===== src/rtl/port_out_buffer.sv =====
// port_out_buffer
//
// Per-port egress FIFO that sits directly downstream of the switch write FSM.
// The FSM presents bytes with wr_en/port_addr/data_in. Bytes addressed to
// PORT_ID go into a circular buffer. The port consumer drains the buffer
// with rd_req and gets each byte back on a registered data_out/data_valid
// pair one cycle later. port_busy tells the FSM to stall while the buffer
// is full.
//
// Ports:
//   clk        system clock, rising edge
//   rst_n      asynchronous, active-low reset
//   wr_en      write strobe from the switch FSM
//   port_addr  destination address that qualifies wr_en
//   data_in    write data
//   rd_req     consumer read request
//   data_out   registered read data; holds its last value between reads
//   data_valid one-cycle pulse: data_out carries a new byte this cycle
//   port_busy  buffer full; upstream must not write
//   count      current occupancy, 0..DEPTH
//   drop_err   sticky flag, set when an addressed write hits a full buffer
module port_out_buffer #(
  parameter int W_WIDTH = 8,
  parameter int DEPTH   = 4,   // power of two, >= 2
  parameter int PORT_ID = 0
) (
  input  logic                     clk,
  input  logic                     rst_n,
  input  logic                     wr_en,
  input  logic [W_WIDTH-1:0]       port_addr,
  input  logic [W_WIDTH-1:0]       data_in,
  input  logic                     rd_req,
  output logic [W_WIDTH-1:0]       data_out,
  output logic                     data_valid,
  output logic                     port_busy,
  output logic [$clog2(DEPTH):0]   count,
  output logic                     drop_err
);

  localparam int AW = $clog2(DEPTH);
  localparam int CW = AW + 1;

  logic [W_WIDTH-1:0] mem [DEPTH];

  logic [AW-1:0]      wr_ptr_reg, wr_ptr_next;
  logic [AW-1:0]      rd_ptr_reg, rd_ptr_next;
  logic [CW-1:0]      count_reg, count_next;
  logic [W_WIDTH-1:0] data_out_reg;
  logic               data_valid_reg;
  logic               drop_err_reg, drop_err_next;

  logic hit;
  logic full;
  logic empty;
  logic do_wr;
  logic do_rd;

  // full/empty are taken from the registered count, so a read and a write
  // in the same cycle are judged against the pre-edge occupancy: a full
  // buffer rejects the write even though the read frees a slot, and an
  // empty buffer ignores the read even though the write fills one.
  assign hit   = wr_en && (port_addr == W_WIDTH'(PORT_ID));
  assign full  = (count_reg == CW'(DEPTH));
  assign empty = (count_reg == '0);
  assign do_wr = hit && !full;
  assign do_rd = rd_req && !empty;

  always_comb begin
    wr_ptr_next   = wr_ptr_reg;
    rd_ptr_next   = rd_ptr_reg;
    count_next    = count_reg;
    drop_err_next = drop_err_reg;

    // Pointers are exactly AW bits wide, so the increment wraps modulo DEPTH.
    if (do_wr) begin
      wr_ptr_next = wr_ptr_reg + AW'(1);
    end
    if (do_rd) begin
      rd_ptr_next = rd_ptr_reg + AW'(1);
    end

    unique case ({do_wr, do_rd})
      2'b10:   count_next = count_reg + CW'(1);
      2'b01:   count_next = count_reg - CW'(1);
      default: count_next = count_reg;
    endcase

    // Only traffic addressed to this port can overflow it.
    if (hit && full) begin
      drop_err_next = 1'b1;
    end
  end

  // Storage has no reset: contents are meaningless until written, and
  // leaving it reset-free keeps it mappable onto block RAM.
  always_ff @(posedge clk) begin
    if (do_wr) begin
      mem[wr_ptr_reg] <= data_in;
    end
  end

  always_ff @(posedge clk or negedge rst_n) begin
    if (!rst_n) begin
      wr_ptr_reg     <= '0;
      rd_ptr_reg     <= '0;
      count_reg      <= '0;
      data_out_reg   <= '0;
      data_valid_reg <= 1'b0;
      drop_err_reg   <= 1'b0;
    end else begin
      wr_ptr_reg     <= wr_ptr_next;
      rd_ptr_reg     <= rd_ptr_next;
      count_reg      <= count_next;
      drop_err_reg   <= drop_err_next;
      data_valid_reg <= do_rd;
      // data_out only changes on an accepted read; otherwise it keeps
      // showing the last byte delivered.
      if (do_rd) begin
        data_out_reg <= mem[rd_ptr_reg];
      end
    end
  end

  assign data_out   = data_out_reg;
  assign data_valid = data_valid_reg;
  assign count      = count_reg;
  assign drop_err   = drop_err_reg;
  assign port_busy  = full;

endmodule


===== config.mk =====
export PLATFORM = sky130hd
export DESIGN_NAME = port_out_buffer
export DESIGN_NICKNAME = d
export VERILOG_FILES = /design/src/rtl/port_out_buffer.sv
export SDC_FILE = /design/constraint.sdc
export NUM_CORES = 1
export LEC_CHECK = 0
export BUFFER_PORTS_ARGS = -buffer_cell sky130_fd_sc_hd__buf_2
export CORE_MARGIN = 5
export CORE_UTILIZATION = 50
export DETAILED_ROUTE_END_ITERATION = 10
export HOLD_SLACK_MARGIN = 0.08
export PLACE_DENSITY = 0.72
export SLEW_MARGIN = 20
export SYNTH_ARGS = -nofsm -noshare
export SYNTH_HDL_FRONTEND = slang
export SYNTH_SLANG_ARGS = --single-unit

===== constraint.sdc =====
create_clock -name clk -period 5.4 [get_ports clk]
set_input_delay 0.27 -clock clk [delete_from_list [all_inputs] [get_ports clk]]
set_output_delay 0.27 -clock clk [all_outputs]
set_load 0.1 [all_outputs]

==> Yosys cells after proc, flatten, opt, wreduce, memory -nomap -nowiden <==
Memory sizes are Yosys's and may differ from the RTL's. A register that Yosys moved wholly into a read port is not among the register bits.
Index checks and enable logic that the tools add are counted.
{ "totals": {"ff_bits": 9, "latchBits": 0, "ram_bits": 32, "romBits": 0, "inputBits": 20, "output_inout_bits": 14, "elab_cells": 26, "memories": 1} }
{ "op_classes": {"add_sub_neg": 4, "mul": 0, "div": 0, "n_lt_le_gt_ge": 0, "n_eq_ne": 3, "n_shift": 0, "muxes": 3, "bitwise": 0, "n_reduce_logical": 10} }
{ "memory_table": {"columns": ["memory", "depth", "width", "read_ports", "rd_clocked_by_memory_dff", "write_ports", "line_no", "source"], "rows": [
  ["mem", 4, 8, 1, 1, 1, "43", "logic [W_WIDTH-1:0] mem [DEPTH];"]
]} }
{ "ops": {"columns": ["cell", "count"], "rows": [
  ["zero test 8 bit", 1],
  ["case mux 3 bit (2 select lines)", 1],
  ["adder 2 x 1 -> 2 bit, second input constant", 2],
  ["logical AND 1 bit", 4],
  ["adder 3 x 1 -> 3 bit, second input constant", 1],
  ["== test 3 bit, second input constant", 1],
  ["zero test 1 bit", 3],
  ["zero test 3 bit", 1],
  ["subtractor 3 x 1 -> 3 bit, second input constant", 1],
  ["== test 2 x 1 -> 1 bit, second input constant", 1],
  ["== test 2 bit, second input constant", 1],
  ["2-to-1 mux 1 bit", 2],
  ["nonzero test 2 bit", 1]
]} }

==> Depth between registers and ports, before layout <==
{ "depth": {"ltp_word": 5, "depth_mapped": 10, "mapped_depth_nobuf": 9} }

==> Worst setup path after synthesis <==
OpenSTA, ideal clock, no wires.
{ "synth_timing": {"path_kind": "register to register", "startpoint": "register count_reg[2] (netlist: count[2])", "endpoint": "register count_reg[2] (netlist: count[2])", "setup_time_ps": 165, "arrival_time_ps": 3352, "required_time_ps": 5235, "setup_slack_ps": 1883, "stages_incl_launch_ff": 11, "path_buffers": 1, "period_less_slack_ps": 3517, "path_cell_list": "dfrtp_1 -> nor3b_4 -> and4b_1 -> buf_6 -> inv_1 -> ha_1 -> inv_1 -> fa_1 -> xor2_1 -> nor2_1 -> xor2_1"} }
{ "synth_via": {"elab_chain_cells": 5, "word_cells_on_any_way": 12, "classes_between": "add/sub (2); eq/ne (3); mux (1); reduce/logical (6)"} }
{ "synth_lines": {"columns": ["item", "line_no", "source"], "rows": [
  ["start: declaration", "47", "logic [CW-1:0] count_reg, count_next;"],
  ["start signal: assignment", "113", "count_reg <= count_next;"],
  ["== test 3 bit *", "63", "assign full = (count_reg == CW'(DEPTH));"],
  ["via port_busy", "35", "output logic port_busy,"],
  ["zero test 1 bit *", "65", "assign do_wr = hit && !full;"],
  ["logical AND 1 bit *", "65", null],
  ["== test 2 x 1 -> 1 bit / == test 2 bit (equally long branches)", "82", "unique case ({do_wr, do_rd})"],
  ["case mux 3 bit (2 select lines) / nonzero test 2 bit (equally long branches)", null, null]
]} }
The timed path passes the listed nets; every way through them passes the cells marked *.
A chain may end at the register's enable or synchronous reset.

==> Worst setup path in the final report <==
{ "layout_timing": {"startpoint": "register count_reg[0] (netlist: count[0])", "endpoint": "register count_reg[2] (netlist: count[2])"} }
{ "layout_via": {"elab_chain_cells": 5, "word_cells_on_any_way": 12, "classes_between": "add/sub (2); eq/ne (3); mux (1); reduce/logical (6)"} }
{ "layout_lines": {"columns": ["item", "line_no"], "rows": [
  ["== test 3 bit / zero test 3 bit (equally long branches)", "63, 64"],
  ["zero test 1 bit, on equally long branches", "65, 66"],
  ["logical AND 1 bit, on equally long branches", "65, 66"],
  ["== test 2 x 1 -> 1 bit / == test 2 bit (equally long branches)", "82"],
  ["case mux 3 bit (2 select lines) / nonzero test 2 bit (equally long branches)", null]
]} }
Parallel ways exist; a longest one is shown, timed or not.

==> flow_summary.ini <==
[status]
status = completed

[detailed_routing]
dr.pass1.iters = 4
routed.top_layer = met4
routed-wl-met2_um = 1620
dr.first_iter.drc_count = 39
routedLengthMet1_um = 1460
ant_nets = 0
via_count = 1061
met3_length_um = 224
via_per_inst = 5.18
totalWireLength_um = 3340
drcViolationCount = 0
wl_per_cell_um = 16.3

[clock_tree]
cts_buffer_depth = 2
path_clk_slew_ns = 0.08
hold_buffers = 1
ctsResizeCount = 0
postCtsSetupBuffers = 0
root_buffer = clkbuf_8
clock-sinks = 49
numCtsBuffers = 5
htreeDepth = 2
cts_tree = done
clk_latency_ns = 0.29

[floorplan]
core_area_mm2 = 0.00374
pin_count = 34
die_area_mm2 = 0.00532
fp-row-count = 22
die_h_um = 72.9
start_util_pct = 52.9
die_w_um = 72.9

[sta]
slew_viol_final = 0
tightestPinTransition_ns = 0.588
finalSetupViolCount = 0
finalSetupTns_ns = 0
hold_violations = 0
fin_crit_sh_pct = 40.8
fin_ws_ns = 3.20
period_needed_ns = 2.20
relSlewSlack_pct = 60.8
fin_skew_ns = 0.00448
fmax_mhz = 454
grt_setup_unrepaired = false

[synth]
yosysWarningCount = 0
ys_seq_elements = 49
syn_avg_cell_area_um2 = 16.8
synth_top_area_cell = edfxtp_1
synth_top_area_share_pct = 48.5
synth_area_leaders = edfxtp_1, dfrtp_1, mux4_2, nand2_1, ha_1
synth_cell_types = 23
syn-num-nets = 144
synth_seq_area_share_pct = 70.0
syn_area_mm2 = 0.00198
syn-instance-count = 118

[final_layout]
largest_reg_flops = 32
final_cell_mix = buf_2, edfxtp_1, nand2_1
final_common_cell = buf_2
area_growth_pct = 16.2
instances_no_fill = 205
drive_above_1_share_pct = 35.7
nNetsFinal = 182
diodes = 0

[power]
leakage_nw = 0.958
power_density_mw_per_mm2 = 591
ir_drop_v = 0.000251

[grt]
grtUsageTotal_pct = 13.9
antenna_found_initial = 0
grt_start_max_net_pins = 18
grt_pass1_wl_um = 5400
grt_pass1_vias = 1136
gr-total-overflow = 0

[worst_setup_path]
path_class = reg -> reg
crit_arrival_ns = 2.42
critPathRequiredTime_ns = 5.61
critPathMaxFanout = 7
startpoint_type = flip-flop
endpoint_kind = flip-flop

[placement]
dp_hpwl_um = 2420
preCtsSetupSlack_ns = 3.20
dp.cells = 196
io_buffers = 33
gp_congestion = 0.757

[job]
max_cap_viol_count = 0

[worst_hold_path]
hp-class = in -> reg
[cell usage after synthesis]
cell      instances
mux2i_1           1
buf_2             1
ha_1              5
mux2_4            1
mux4_2            8
nor3b_4           1
edfxtp_1         32
nor2_1            2
buf_6             1
xnor2_1           4
fa_1              1
nor4b_1           1
nand2_1          25
inv_2             1
nor3_1            1
xor2_1            2
dfrtp_1          17
and4b_1           1
clkbuf_1          1
and2_2            4
a41o_2            1
o31ai_4           1
inv_1             6
[cells by family (layout without fill, tap and decap cells)]
kind of cell,Yosys count,in the layout,share of synthesized area (%)
and+or+nand+nor,35,35,8.79
adders and majority gates,6,6,4.17
buffers and inverters,10,49,2.34
muxes,10,10,10.4
DFF,49,49,70.0
xor gates and xnor gates,6,6,2.65
AOI/OAI and AO/OA,2,2,1.64
[final cells by class]
class	instances	area, um2
clock buffers	6	72.6
fillers	294	1440
flip-flops and latches	49	1390
repair buffers	34	175
clock inverters	2	33.8
inverters	7	26.3
multi-input cells	59	547
well taps	48	60.1
[worst paths after layout]
check | from | end | slack, ns | depth (start not counted)
max | count[0]$_DFFE_PN0P_ | count[2]$_DFFE_PN0P_ | 3.20 | 9
min | data_in[6] | mem[2][6]$_DFFE_PP_ | 0.19 | 1
max reg2reg | count[0]$_DFFE_PN0P_ | count[2]$_DFFE_PN0P_ | 3.20 | 9
min reg2reg | drop_err$_DFFE_PN0P_ | drop_err$_DFFE_PN0P_ | 0.46 | 1
max in group asynchronous | rst_n | data_out[4]$_DFFE_PN0P_ | 4.71 | 2
min in group asynchronous | rst_n | data_out[3]$_DFFE_PN0P_ | 0.42 | 2
[metal layers]
layer,track usage [%],vias up
li1,-,496
met1,16.3,530
met2,24.0,31
met3,3.72,4
met4,5.74,0
met5,0,-
[where the power goes]
| group | internal (mW) | switching [mW] | total, mW |
|---|---|---|---|
| Combinational | 0.140 | 0.442 | 0.582 |
| Clock | 0.137 | 0.109 | 0.245 |
| Sequential | 0.453 | 0.0790 | 0.532 |
[worst max-delay path: stages (launching register included)]
cell and delay [ns]:
dfrtp_1 0.48, nor3b_4 0.24, and4b_1 0.31, inv_1 0.09, ha_1 0.17, inv_1 0.06, fa_1 0.37, xor2_1 0.15
nor2_1 0.11, xor2_1 0.15
[stage by stage]
step                      area (um2)  total power [mW]  utilization, %  hold slack, ns
after floorplan                 1980              1.02               -         -0.0256
after global placement          2180              1.12            58.4           0.195
after detailed placement        2180              1.13            58.4           0.212
after CTS                       2300              1.37            61.5           0.184
after global routing            2300              1.42            61.5           0.176
final                           2300              1.36            61.5           0.191
Power figures use the tool's default switching activity.
